--- src/rtl/wptr_full_ctrl.sv ---
// -----------------------------------------------------------------------------
// wptr_full_ctrl
//
// Write-domain pointer and flag controller for an asynchronous FIFO. Drives
// the dual-port memory write address and write enable, keeps the binary and
// Gray write pointers, and derives full, almost-full and fill level against
// the read pointer that is already synchronized into the write domain. A
// sticky overflow flag records writes rejected while full.
//
// Build option:
//   FIFO_AFULL_EN  defined   -> registered almost-full flag with threshold
//                               comparator (AFULL_THRESH words).
//                  undefined -> wafull tied to 0, AFULL_THRESH ignored.
//
// Parameters:
//   ADDRSIZE      memory address bits (>= 2), depth = 2**ADDRSIZE
//   AFULL_THRESH  almost-full threshold in words, 1..2**ADDRSIZE
//
// Ports:
//   wclk      in   write clock
//   wrst_n    in   asynchronous active-low reset
//   winc      in   write request from producer
//   wq2_rptr  in   Gray read pointer, synchronized into wclk
//   wovf_clr  in   clear for the sticky overflow flag
//   waddr     out  memory write address (registered)
//   wclken    out  memory write enable (combinational)
//   wptr      out  Gray write pointer to the read-domain synchronizer
//   wfull     out  FIFO full (registered)
//   wafull    out  almost full (registered, or 0 when disabled)
//   wlevel    out  fill level seen from the write side (registered)
//   wovf      out  sticky overflow flag
// -----------------------------------------------------------------------------
module wptr_full_ctrl #(
    parameter int unsigned ADDRSIZE     = 4,
    parameter int unsigned AFULL_THRESH = 12
) (
    input  logic                wclk,
    input  logic                wrst_n,
    input  logic                winc,
    input  logic [ADDRSIZE:0]   wq2_rptr,
    input  logic                wovf_clr,
    output logic [ADDRSIZE-1:0] waddr,
    output logic                wclken,
    output logic [ADDRSIZE:0]   wptr,
    output logic                wfull,
    output logic                wafull,
    output logic [ADDRSIZE:0]   wlevel,
    output logic                wovf
);

    localparam logic [ADDRSIZE:0] AfullThresh = (ADDRSIZE + 1)'(AFULL_THRESH);

    logic [ADDRSIZE:0] wbin;
    logic [ADDRSIZE:0] wbinnext;
    logic [ADDRSIZE:0] wgraynext;
    logic [ADDRSIZE:0] rbin;
    logic [ADDRSIZE:0] level_next;
    logic [ADDRSIZE:0] full_cmp;
    logic              full_next;

    // Writes are accepted only while not full; the memory sees this directly.
    assign wclken    = winc & ~wfull;
    assign wbinnext  = wbin + {{ADDRSIZE{1'b0}}, wclken};
    assign wgraynext = (wbinnext >> 1) ^ wbinnext;

    // Gray-to-binary of the synchronized read pointer (XOR prefix from MSB).
    always_comb begin
        rbin           = '0;
        rbin[ADDRSIZE] = wq2_rptr[ADDRSIZE];
        for (int i = int'(ADDRSIZE) - 1; i >= 0; i--) begin
            rbin[i] = rbin[i+1] ^ wq2_rptr[i];
        end
    end

    // Modulo 2**(ADDRSIZE+1) difference; the extra MSB makes 2**ADDRSIZE
    // (full) distinct from 0 (empty).
    assign level_next = wbinnext - rbin;

    // Full when the next write pointer is one lap ahead of the read pointer:
    // in Gray code that means the two MSBs inverted, the rest equal.
    assign full_cmp  = {~wq2_rptr[ADDRSIZE:ADDRSIZE-1], wq2_rptr[ADDRSIZE-2:0]};
    assign full_next = (wgraynext == full_cmp);

    always_ff @(posedge wclk or negedge wrst_n) begin
        if (!wrst_n) begin
            wbin   <= '0;
            wptr   <= '0;
            waddr  <= '0;
            wfull  <= 1'b0;
            wlevel <= '0;
        end else begin
            wbin   <= wbinnext;
            wptr   <= wgraynext;
            waddr  <= wbinnext[ADDRSIZE-1:0];
            wfull  <= full_next;
            wlevel <= level_next;
        end
    end

    // Sticky overflow: a rejected write sets it and beats a same-edge clear.
    always_ff @(posedge wclk or negedge wrst_n) begin
        if (!wrst_n) begin
            wovf <= 1'b0;
        end else if (winc & wfull) begin
            wovf <= 1'b1;
        end else if (wovf_clr) begin
            wovf <= 1'b0;
        end
    end

`ifdef FIFO_AFULL_EN
    always_ff @(posedge wclk or negedge wrst_n) begin
        if (!wrst_n) begin
            wafull <= 1'b0;
        end else begin
            wafull <= (level_next >= AfullThresh);
        end
    end
`else
    // Threshold has no effect in this build; keep it referenced.
    logic unused_afull_thresh;
    assign unused_afull_thresh = ^AfullThresh;
    assign wafull = 1'b0;
`endif

endmodule

--- config.mk ---
export PLATFORM = sky130hd
export DESIGN_NAME = wptr_full_ctrl
export DESIGN_NICKNAME = d
export VERILOG_FILES = /design/src/rtl/wptr_full_ctrl.sv
export SDC_FILE = /design/constraint.sdc
export NUM_CORES = 1
export LEC_CHECK = 0
export CAP_MARGIN = 20
export CORE_MARGIN = 5
export CORE_UTILIZATION = 41
export CTS_CLUSTER_DIAMETER = 80
export DETAILED_ROUTE_END_ITERATION = 8
export PLACE_DENSITY = 0.76
export SLEW_MARGIN = 40
export SYNTH_ARGS = -nofsm -noshare
export SYNTH_HDL_FRONTEND = slang
export SYNTH_SLANG_ARGS = --single-unit
--- constraint.sdc ---
create_clock -name wclk -period 2.2 [get_ports wclk]
set_clock_uncertainty 0.1 [all_clocks]
set_input_delay 0.66 -clock wclk [delete_from_list [all_inputs] [get_ports wclk]]
set_output_delay 0.66 -clock wclk [all_outputs]
set_load 0.01 [all_outputs]
==> metrics <==
Vias=735; pre-CTS setup slack=-0.9061 ns; Iter 0 DRT Violations=8; #FFs+latches synth=16; RSZ-0062 raised after global routing=true; Mapped Area=908.4 µm²; slowest cell delay on critical path=0.36 ns; Yosys top cell area share=0.4408; DR pass1 iterations=4; most frequent CP cell=xor2_2; Worst Setup Start Kind=input port; core footprint=2170 µm²; Clk Latency, worst-skew pair=0.28 ns; Post-synth top flop=dfrtp_1; peak supply drop=1.119 mV; diode count=0; Final TNS setup=-0.2479 ns; status=finished, violations left; R2R Path Start=wfull$_DFF_PN0_; CTS Root Cell=clkbuf_4; Clock Sinks=16; worst hold path type=reg2reg; failing checks=negative setup slack; Leakage=0.7588 nW; Cell Count, Final, Fillers Out=164; commonest non-fill, non-tap cell in the layout=buf_4; IO buf count=25; largest net degree at the start of global routing=17; Yosys top cell by area=dfrtp_1; Starting Density=0.4187; final hold violation count=0; Bufs and invs on worst path=2; Post-synth EDFFs=0; CP Launch Point=wq2_rptr[4]; final worst path period need=2.333 ns; Worst R2R Path Depth=8; Critical Path RT=2.27 ns; WS Path Type=in2reg; placed cells=151; Netlist cell types=26; crit path DAT=2.41 ns; CP cell instances=buf_8 -> xnor2_4 -> xor2_2 -> xor2_2 -> xnor2_2 -> ha_4 -> fa_2 -> inv_2 -> a21o_1 -> a21oi_2 -> xor2_1; FF-to-FF setup slack=0.16 ns; Final Max Tran Viols=0; number of global-route vias before repair=810; drt via density=4.482; post-layout util=0.7353; Syn Inst Count=75; YS warnings=0; Total Power=2.554 mW; Setup crit end=wlevel[4]$_DFF_PN0_; setup ws final=-0.1328 ns; Seq/Total Area, Yosys=0.4408; CTS tree=built; die area=3257 µm²; area post-placement=1426 µm²; Worst-path clk slew=0.10 ns; Area Growth Syn to Fin=75.62%; Filler cells=155; io pins=27; Clock Path Buffers=2; crit end category=register; Avg WL per Cell=12.37 µm; Global Route Usage Sum=0.1406; PD cells=1601 nW/µm²; global-route wire length before repair=3.608 mm; ranking of synthesized cells by area=dfrtp_1, xnor2_1, ha_1; Post-synth ARST share=1.000; CP delay by family, top=XOR/XNOR gates; FF-to-FF End=wfull$_DFF_PN0_; total CTS buffers=3; Worst path slowest cell=fa_2; Max Clk Rate=428.7 MHz; Max FO, Critical Path=2; WL final=2.029 mm; row cnt=17; GP Congestion=0.8162; H-tree depth=1; Post-DRT Antenna Nets=0; DP Wirelength=1.561 mm; die outline width=57.07 µm; global route overflow=0; endpoints failing setup=3; nets=153; fin area=1595 µm²; Post-route DRC=0; Syn Nets=91; initial antenna violation count=0; hold_ws=0.4337 ns; die height=57.07 µm; layout cells sized above 1=0.4706; cell depth of the worst setup path=11; final worst-path cycle share=1.060; commonest cells after routing, fill and taps aside=buf_4, clkdlybuf4s50_1, dfrtp_1; Synth Area per Inst=12.11 µm²; Max Cap Viol=0
==> cell type report <==
class / count / area, µm² / share of cell area
inverters: 8 / 30.03 / 0.01882
flip-flops and latches: 16 / 401.6 / 0.2518
repair buffers: 58 / 505.5 / 0.3169
clock buffers: 4 / 36.28 / 0.02275
multi-input cells: 50 / 586.8 / 0.3678
well taps: 28 / 35.03 / 0.02196
==> cell families after synthesis <==
logic type / Yosys count / share of synthesized area
AO/OA/AOI/OAI: 10 / 0.07713
buffers and inverters: 9 / 0.04133
AND/OR/NAND/NOR: 11 / 0.07301
adder cells (fa/ha/maj): 7 / 0.1047
flip-flops: 16 / 0.4408
XOR/XNOR: 21 / 0.2590
other: 1 / 0.004128
==> sequential cells by signal, indices dropped and copies added (netlist names) <==
name    flops
wbin        5
wfull       1
wlevel      5
wovf        1
wptr        4
==> synthesized netlist by cell type, types with 2 or more instances <==
cell and instances:
a21o_1 2, a21oi_1 3, dfrtp_1 16, ha_1 6, inv_1 8, nand3_1 2, nor2b_1 3, nor3_1 2
xnor2_1 9, xor2_1 7, xor2_2 2
==> tightest hold or removal path, stage by stage (launching register included) <==
cell	delay (ns)
dfrtp_1	0.38
inv_1	0.05
o21ai_0	0.07
==> routing by layer <==
metal  vias up  routed length, µm  GRT usage
met2        22               1059     0.2447
met1       350                818     0.1686
met4         0                 28    0.06623
met5         -                  0          0
met3         2                122    0.02262
li1        361                  -          -
==> worst min-delay path by stage <==
stage / startpoint / end / slack, ns / cells past startpoint
after global placement: wovf$_DFFE_PN0P_ / wovf$_DFFE_PN0P_ / 0.42 / 2
after global routing: wovf$_DFFE_PN0P_ / wovf$_DFFE_PN0P_ / 0.53 / 2
after detailed placement: wovf$_DFFE_PN0P_ / wovf$_DFFE_PN0P_ / 0.42 / 2
after floorplan: wrst_n / wbin[0]$_DFF_PN0_ / 0.26 / 0
final: wovf$_DFFE_PN0P_ / wovf$_DFFE_PN0P_ / 0.43 / 2
after CTS: wovf$_DFFE_PN0P_ / wovf$_DFFE_PN0P_ / 0.44 / 2
==> report_power, final <==
part | switching, mW | total, mW | internal (mW)
sequential | 0.131 | 0.587 | 0.456
clock | 0.0924 | 0.193 | 0.101
combinational | 0.690 | 1.77 | 1.08
total | 0.914 | 2.55 | 1.64
==> repair_timing <==
action / CTS / global route
pin swaps: 11 / 14
buffers inserted: 6 / 5
hold buffers: 0 / 0
gates resized for setup: 27 / 9
endpoints found under the setup margin: 7 / 7
Power figures use the tool's default switching activity.
